### src/rtl/dds_phase_accum.sv
// DDS phase accumulator (NCO) with handshaked FTW load and wrap strobe.
// Optional LFSR truncation dither: define DDS_PHASE_DITHER_EN.
module dds_phase_accum #(
  parameter int ACC_W   = 24,
  parameter int PHASE_W = 14
) (
  input  logic               clk,
  input  logic               rst,
  input  logic               en,
  input  logic               phase_clr,
  input  logic               sync_mode,
  input  logic [ACC_W-1:0]   ftw_in,
  input  logic               ftw_valid,
  output logic               ftw_ready,
  input  logic [PHASE_W-1:0] poff,
  output logic [PHASE_W-1:0] phase,
  output logic               wrap
);

  typedef enum logic {IDLE, PEND} state_t;

  state_t           state;
  logic [ACC_W-1:0] acc;
  logic [ACC_W-1:0] ftw_active;
  logic [ACC_W-1:0] ftw_pend;
  logic [ACC_W:0]   sum;
  logic             carry;
  logic             xfer;
  logic [ACC_W-1:0] acc_d;

  assign sum   = {1'b0, acc} + {1'b0, ftw_active};
  assign carry = en & sum[ACC_W];
  assign xfer  = (state == PEND) &
                 (~sync_mode | (carry & ~phase_clr));

`ifdef DDS_PHASE_DITHER_EN
  logic [15:0]       lfsr;
  logic [ACC_W+15:0] lfsr_x;
  logic [ACC_W-1:0]  dmask;

  assign lfsr_x = {{ACC_W{1'b0}}, lfsr};
  assign dmask  = (ACC_W'(1) << (ACC_W - PHASE_W)) - ACC_W'(1);
  // Carry out of the dithered sum is dropped on purpose.
  assign acc_d  = acc + (lfsr_x[ACC_W-1:0] & dmask);

  // Fibonacci LFSR, taps 16,14,13,11, stepping while enabled.
  always_ff @(posedge clk) begin
    if (rst) begin
      lfsr <= 16'hACE1;
    end else if (en) begin
      lfsr <= {lfsr[14:0],
               lfsr[15] ^ lfsr[13] ^ lfsr[12] ^ lfsr[10]};
    end
  end
`else
  assign acc_d = acc;
`endif

  // Accumulator, wrap strobe and offset phase output.
  always_ff @(posedge clk) begin
    if (rst) begin
      acc   <= '0;
      wrap  <= 1'b0;
      phase <= '0;
    end else begin
      if (phase_clr) begin
        acc <= '0;
      end else if (en) begin
        acc <= sum[ACC_W-1:0];
      end
      wrap  <= carry & ~phase_clr;
      phase <= acc_d[ACC_W-1 -: PHASE_W] + poff;
    end
  end

  // FTW load FSM; ready is registered from the next state.
  always_ff @(posedge clk) begin
    if (rst) begin
      state      <= IDLE;
      ftw_pend   <= '0;
      ftw_active <= '0;
      ftw_ready  <= 1'b1;
    end else begin
      unique case (state)
        IDLE: begin
          if (ftw_valid) begin
            ftw_pend  <= ftw_in;
            state     <= PEND;
            ftw_ready <= 1'b0;
          end
        end
        PEND: begin
          if (xfer) begin
            ftw_active <= ftw_pend;
            state      <= IDLE;
            ftw_ready  <= 1'b1;
          end
        end
        default: begin
          state     <= IDLE;
          ftw_ready <= 1'b1;
        end
      endcase
    end
  end

endmodule

### config.mk
export PLATFORM = sky130hd
export DESIGN_NAME = dds_phase_accum
export DESIGN_NICKNAME = d
export VERILOG_FILES = /design/src/rtl/dds_phase_accum.sv
export SDC_FILE = /design/constraint.sdc
export NUM_CORES = 1
export LEC_CHECK = 0
export BUFFER_PORTS_ARGS = -buffer_cell sky130_fd_sc_hd__buf_2
export CAP_MARGIN = 20
export CORE_ASPECT_RATIO = 1.5
export CORE_MARGIN = 2
export CORE_UTILIZATION = 53
export CTS_CLUSTER_DIAMETER = 50
export DETAILED_ROUTE_END_ITERATION = 8
export PLACE_DENSITY = 0.81
export SLEW_MARGIN = 20
export SYNTH_ARGS = -nofsm -noshare
export SYNTH_HDL_FRONTEND = slang
export SYNTH_SLANG_ARGS = --single-unit
export TNS_END_PERCENT = 10
### constraint.sdc
create_clock -name clk -period 2.77 [get_ports clk]
set_clock_uncertainty 0.15 [all_clocks]
set_input_delay 0.277 -clock clk [delete_from_list [all_inputs] [get_ports clk]]
set_output_delay 0.277 -clock clk [all_outputs]
set_load 0.02 [all_outputs]
After elaboration in Yosys (flattened, before gate mapping)
Index checks and enable logic that the tools add are counted.

Bits in registers: 89. Word-level logic and storage cells: 28. Output and inout port bits: 16.

$add $sub $neg: 2. Bitwise operators: 7. Reductions and logical operators: 4. Mux-type cells: 6. Eq/ne operators: 2.

Operators by type and width (number): 24-bit by 24-bit adder with 25-bit output (1); 14-bit adder (1); 2-bit AND reduction (3); 1-bit two-way mux (4); 1-bit one-hot mux with 2 select lines (2); 1-bit AND (3); 1-bit NOT (3); 2-bit by 1-bit inequality test with 1-bit output, second input constant (1); 2-bit inequality test, second input constant (1); 2-bit OR reduction (1); 1-bit OR (1).

Longest topological paths before layout
Gate-level depths: netlist (run 1).

Depth in word-level cells: 7. Depth in mapped cells: 11.

Worst setup path before layout (run 1)
OpenSTA, ideal clock, no wires.

Path type: register -> register. Start point: register acc[0]. End point: register ftw_active[10]. Setup slack: 0.130 ns. Data arrival time: 2.364 ns. Stages on the path, launching flop included: 12. Path buffers: 2. Cells stage by stage: dfxtp_1 -> ha_1 -> fa_1 -> a211oi_1 -> o21a_2 -> a211oi_4 -> nor3_2 -> o31a_1 -> buf_6 -> buf_12 -> mux2i_1 -> nor2_1.

Longest elaborated chain between the ends: 6.

RTL lines: start, declared (RTL line 23) `logic [ACC_W-1:0] acc;`; start signal, assigned (RTL line 69) `acc <= sum[ACC_W-1:0];`; 24-bit by 24-bit adder with 25-bit output (RTL line 31) `assign sum = {1'b0, acc} + {1'b0, ftw_active};`; 1-bit AND (RTL line 32) `assign carry = en & sum[ACC_W];`; 1-bit AND (RTL line 34) `(~sync_mode | (carry & ~phase_clr));`; 1-bit OR (RTL line 34); 1-bit AND (RTL line 33) `assign xfer = (state == PEND) &`; 2-bit AND reduction (no line); end signal, assigned (RTL line 94) `ftw_active <= ftw_pend;`; end, declared (RTL line 24) `logic [ACC_W-1:0] ftw_active;`.

Every way passes these cells. A chain may end at the register's enable or synchronous reset.

Final worst setup path (run 1)
Start point: register acc[0]. End point: register ftw_active[5].

The elaborated chain is that of the path after synthesis.

==> flow_metrics.env, run 1 <==
export IMPL_grt_busiest_layer="met2"
export IMPL_setup_viol=0
export IMPL_syn_nets=637
export IMPL_use_met2_pct=41.9
export IMPL_antenna_found_initial=0
export IMPL_max_cap_viol_count=0
export IMPL_vias=4139
export IMPL_synth_seq_cells=89
export IMPL_power_density_nw_per_um2=523
export IMPL_critPathCaptureType="register"
export IMPL_met1_usage_pct=23.8
export IMPL_post_route_period_util_pct=95.9
export IMPL_dpl_hpwl_um=8210
export IMPL_clock_latency_ps=350
export IMPL_final_util_pct=62.6
export IMPL_leakagePower_uw=0.00253
export IMPL_tightest_slew_ps=861
export IMPL_die_x_um=81.5
export IMPL_max_freq_mhz=377
export IMPL_yosys_warnings=0
export IMPL_firstDrtPassIters=4
export IMPL_place_ws_ps=88.5
export IMPL_synth_largest_area_cell="dfxtp_1"
export IMPL_place_congestion=0.901
export IMPL_synth_avg_cell_area_um2=8.62
export IMPL_nFillCells=734
export IMPL_fin_nets=692
export IMPL_met3_usage_pct=4.78
export IMPL_die_area_um2=9800
export IMPL_synth_sequential_area_ratio_pct=37.3
export IMPL_fp_row_count=42
export IMPL_fin_ws_ps=115
export IMPL_worst_ir_drop_vdd_v=0.000387
export IMPL_wire_per_inst_um=15.4
export IMPL_yosysUniqueCellTypes=60
export IMPL_worstPathArrival_ps=2720
export IMPL_cts_buffer_depth=2
export IMPL_grt_pass1_vias=4163
export IMPL_viasPerCell=5.72
export IMPL_grt_use_total_pct=23.7
export IMPL_synth_top_area_share_pct=37.3
export IMPL_crit_type="register to register"
export IMPL_hold_viol=0
export IMPL_drive_gt1_share_pct=16.1
export IMPL_antenna_cells=0
export IMPL_grt_pass1_wl_um=17900
export IMPL_htreeDepth=3
export IMPL_fin_crit_ps=2660
export IMPL_synth_async_sr_flop_share_pct=0
export IMPL_ios=60
export IMPL_gr_total_overflow=0
export IMPL_hold_buffers=0
export IMPL_cp_max_fo=12
export IMPL_area_delta_synth_final_pct=15.0
export IMPL_max_slew_margin_pct=42.5
export IMPL_start_kind="register"
export IMPL_report_power_total_uw=2870
export IMPL_cts_buffers=9
export IMPL_synthTopCellsByArea="dfxtp_1 37%, ha_1 9.7%, mux2i_1 6.5%, nand2_1 6.4%, a21oi_1 5.8%"
export IMPL_instances_no_fill=724
export IMPL_core_um2=8780
export IMPL_grt_max_degree=53
export IMPL_hp_class="primary input to register"
export IMPL_slew_violations=0
export IMPL_numPortBuffers=59
export IMPL_clkSinkCount=89
export IMPL_fp_dieH_um=120
export IMPL_syn_area_um2=4780
export IMPL_drtIter0Drc=287
export IMPL_synth_edf_count=0
export IMPL_numPlacedInstances=705
export IMPL_synthCells=554
export IMPL_drcViolationCount=0
export IMPL_cts_tree="done"
export IMPL_status="finished clean"
export IMPL_synthFlopType="dfxtp_1"
export IMPL_clockRootBuffer="clkbuf_16"
export IMPL_required_ps=2840
export IMPL_antenna_left=0
export IMPL_wl_um=11200
export IMPL_start_util_pct=54.4
export IMPL_cts_clk_slew_worst_paths_ps=70
[layout by cell type (no fill, tap or decap), types with 9 or more instances in the layout]
cell type	n
nor2_1	65
inv_1	10
dfxtp_1	89
xnor2_1	16
buf_2	59
xor2_1	10
a21oi_1	55
buf_4	9
a21o_1	9
nand2_1	81
clkbuf_16	11
mux2i_1	31
a211oi_1	12
o21ai_0	16
ha_1	36
[sequential cells by signal (all words and copies together) (netlist names)]
register	count
acc	24
ftw_active	24
phase	14
ftw_pend	24
wrap	1
state	1
ftw_ready	1
[cell families after synthesis]
logic type	count (synthesis)	share of synthesized area, %
adder cells (fa/ha/maj)	39	10.5
buffers and inverters	37	4.27
AO/OA/AOI/OAI	140	18.9
AND/OR/NAND/NOR	191	17.5
XOR/XNOR	26	4.77
multiplexers	32	6.73
flip-flops	89	37.3
[synthesized netlist by cell type (all sizes together) (2+ instances only)]
cell	instances
a211o	2
a211oi	14
a21o	10
a21oi	55
a221oi	2
a31oi	2
and2	2
and3	2
buf	9
clkbuf	17
dfxtp	89
fa	2
ha	37
inv	10
mux2i	31
nand2	81
nand2b	2
nand3	6
nand3b	3
nand4	7
nor2	65
nor2b	7
nor3	6
o211ai	6
o21a	7
o21ai	20
o21bai	4
o31ai	3
o41ai	3
or2	2
or3	2
or4	3
xnor2	16
xor2	10
[through the flow]
stage	hold slack [ps]	TNS, ps	instance area, um^2
2_1_floorplan	263	0	4780
3_3_place_gp	293	0	5120
3_5_place_dp	302	0	5120
4_1_cts	6.98	0	5430
5_1_grt	15.8	-99.3	5490
6_report	9.24	0	5490
[worst max-delay path, cell delays in order, from the launching register on]
cell and delay, ps:
dfxtp_1 320, ha_2 210, fa_2 400, a211oi_2 190
o21a_2 190, a211oi_4 80, nor3_2 220, o31a_1 180
buf_4 160, clkbuf_16 190, mux2i_1 190, nor2_1 50
[per-layer routing]
layer | vias to the layer above | routed length [um]
met5 | - | 0
met1 | 1895 | 4160
li1 | 2076 | -
met2 | 125 | 5830
met3 | 43 | 488
met4 | 0 | 678
[cell type report]
class	count	area [um^2]	area share [%]
Timing Repair Buffer	71	433	7.88
Clock buffer	10	229	4.17
Multi-Input combinational cell	428	2800	51.0
Tap cell	110	138	2.51
Inverter	10	37.5	0.683
Sequential cell	89	1780	32.4
Clock inverter	6	73.8	1.34
[timing repair]
item                                    in CTS  in global routing
setup buffers                                0                  1
gates resized for setup                      0                  3
endpoints found under the setup margin       0                 25
endpoints found under the hold margin        0                  0
[where the power goes]
part | internal (uW) | total (uW) | switching [uW]
Clock | 712 | 1240 | 532
Sequential | 1330 | 1350 | 24.7
Combinational | 114 | 277 | 162
Total | 2150 | 2870 | 719
[path summary, 6_finish.rpt]
check	startpoint	endpoint	slack (ps)	cells after the start
worst max-delay path	acc[0]	ftw_active[5]	110	11
worst min-delay path	ftw_in[14]	ftw_pend[14]	9	3
worst max register to register	acc[0]	ftw_active[5]	110	11
worst min register to register	ftw_pend[5]	ftw_pend[5]	310	2
Power figures use the tool's default switching activity.
==> inputs of run 2 (changes only) <==
PLACE_DENSITY = 0.77   (was 0.81)
==> run 2 against run 1 <==
Wire length up 1.8%. First-iteration DRC count decreased by 36%. Core utilization up 0.46 points. Sequential cell count stayed put. Combinational power barely moved. Worst hold slack better by 2.9 ps. Sequential share of layout area shrank 0.23 points. Critical path depth did not move. Final cell count grew 0.41%. Via count is 1.9% higher. Global-route usage up 0.65 points. Worst setup slack got worse by 46 ps.
==> flow_metrics.env, run 2 (synthesis results as in run 1) <==
export IMPL_wire_per_inst_um=15.6
export IMPL_grt_use_total_pct=24.3
export IMPL_nFillCells=751
export IMPL_antenna_found_initial=0
export IMPL_viasPerCell=5.80
export IMPL_max_slew_margin_pct=47.0
export IMPL_wl_um=11400
export IMPL_clock_latency_ps=350
export IMPL_start_util_pct=54.4
export IMPL_htreeDepth=3
export IMPL_tightest_slew_ps=793
export IMPL_mostFrequentLayoutCell="dfxtp_1"
export IMPL_die_area_um2=9800
export IMPL_cp_max_fo=12
export IMPL_antenna_left=0
export IMPL_vias=4216
export IMPL_drcViolationCount=0
export IMPL_hold_buffers=0
export IMPL_crit_type="register to register"
export IMPL_max_cap_viol_count=0
export IMPL_ios=60
export IMPL_worst_ir_drop_vdd_v=0.000384
export IMPL_dpl_hpwl_um=8340
export IMPL_clkSinkCount=89
export IMPL_area_delta_synth_final_pct=15.8
export IMPL_start_kind="register"
export IMPL_leakagePower_uw=0.00257
export IMPL_drive_gt1_share_pct=16.4
export IMPL_worstPathArrival_ps=2770
export IMPL_cts_clk_slew_worst_paths_ps=70
export IMPL_status="finished clean"
export IMPL_fp_row_count=42
export IMPL_fin_crit_ps=2700
export IMPL_hold_viol=0
export IMPL_fp_dieH_um=120
export IMPL_cts_buffers=9
export IMPL_firstDrtPassIters=4
export IMPL_required_ps=2840
export IMPL_core_um2=8780
export IMPL_cts_buffer_depth=2
export IMPL_power_density_nw_per_um2=536
export IMPL_drtIter0Drc=185
export IMPL_cts_tree="done"
export IMPL_setup_viol=0
export IMPL_clockRootBuffer="clkbuf_16"
export IMPL_antenna_cells=0
export IMPL_reg_largest_list="acc (24), ftw_active (24), ftw_pend (24)"
export IMPL_hp_class="primary input to register"
export IMPL_post_route_period_util_pct=97.5
export IMPL_critPathCaptureType="register"
export IMPL_die_x_um=81.5
export IMPL_place_congestion=0.964
export IMPL_grt_pass1_wl_um=18400
export IMPL_slew_violations=0
export IMPL_mostFrequentLayoutCells="89 x dfxtp_1, 81 x nand2_1, 65 x nor2_1"
export IMPL_max_freq_mhz=370
export IMPL_grt_pass1_vias=4239
export IMPL_hold_worst_slack_ps=12.1
export IMPL_setup_tns_ps=0
export IMPL_numPortBuffers=59
export IMPL_gr_total_overflow=0
export IMPL_grt_max_degree=53
export IMPL_fin_nets=695
export IMPL_final_util_pct=63.1
==> run 2: cell type report <==
cell class / instances / area [um^2] / area share, %
clock inverter: 7 / 100 / 1.81
timing repair buffer: 74 / 455 / 8.23
sequential: 89 / 1780 / 32.2
multi-input combinational: 428 / 2800 / 50.5
tap: 110 / 138 / 2.49
clock buffer: 9 / 225 / 4.07
inverter: 10 / 37.5 / 0.678
==> run 2: worst paths after layout <==
check	startpoint	endpoint	slack (ps)	depth (start not counted)
max	acc[0]	ftw_active[22]	70	11
max reg2reg	acc[0]	ftw_active[22]	70	11
min reg2reg	ftw_pend[16]	ftw_pend[16]	310	2
min	ftw_in[22]	ftw_pend[22]	10	3
==> run 2: stage by stage <==
stage | setup WS, ps | total power, uW | std cells | cell area [um^2]
floorplan | 130 | 1560 | 554 | 4780
global placement | 174 | 1630 | 706 | 5130
detailed placement | 76.4 | 1650 | 706 | 5130
CTS | 37.7 | 2970 | 722 | 5460
global route | -44.1 | 3070 | 727 | 5530
finish | 68.4 | 2960 | 727 | 5530
==> run 2: layer usage <==
layer / vias up / GRT usage (%) / part of all wire (%)
li1: 2087 / - / -
met1: 1955 / 22.9 / 37
met2: 118 / 44.7 / 53
met3: 56 / 4.78 / 3.6
met4: 0 / 17.5 / 6.6
met5: - / 0 / 0
==> run 2: worst max-delay path: stages, from the launching register on <==
cell       delay, ps
dfxtp_1          320
ha_1             240
fa_1             420
a211oi_2         190
o21a_2           220
a211oi_4          90
nor3_2           160
o31a_1           190
buf_4            150
clkbuf_16        180
mux2i_1          210
nor2_1            60
==> run 2: report_power, final <==
group,switching (uW),internal (uW),total (uW)
clock,536,800,1340
sequential,24.8,1330,1350
combinational,161,117,278
total,722,2240,2960
==> run 2: repair_timing <==
item	4_1_cts	5_1_grt
resized for setup	0	1
setup endpoints to repair	0	24
setup buffers	0	3
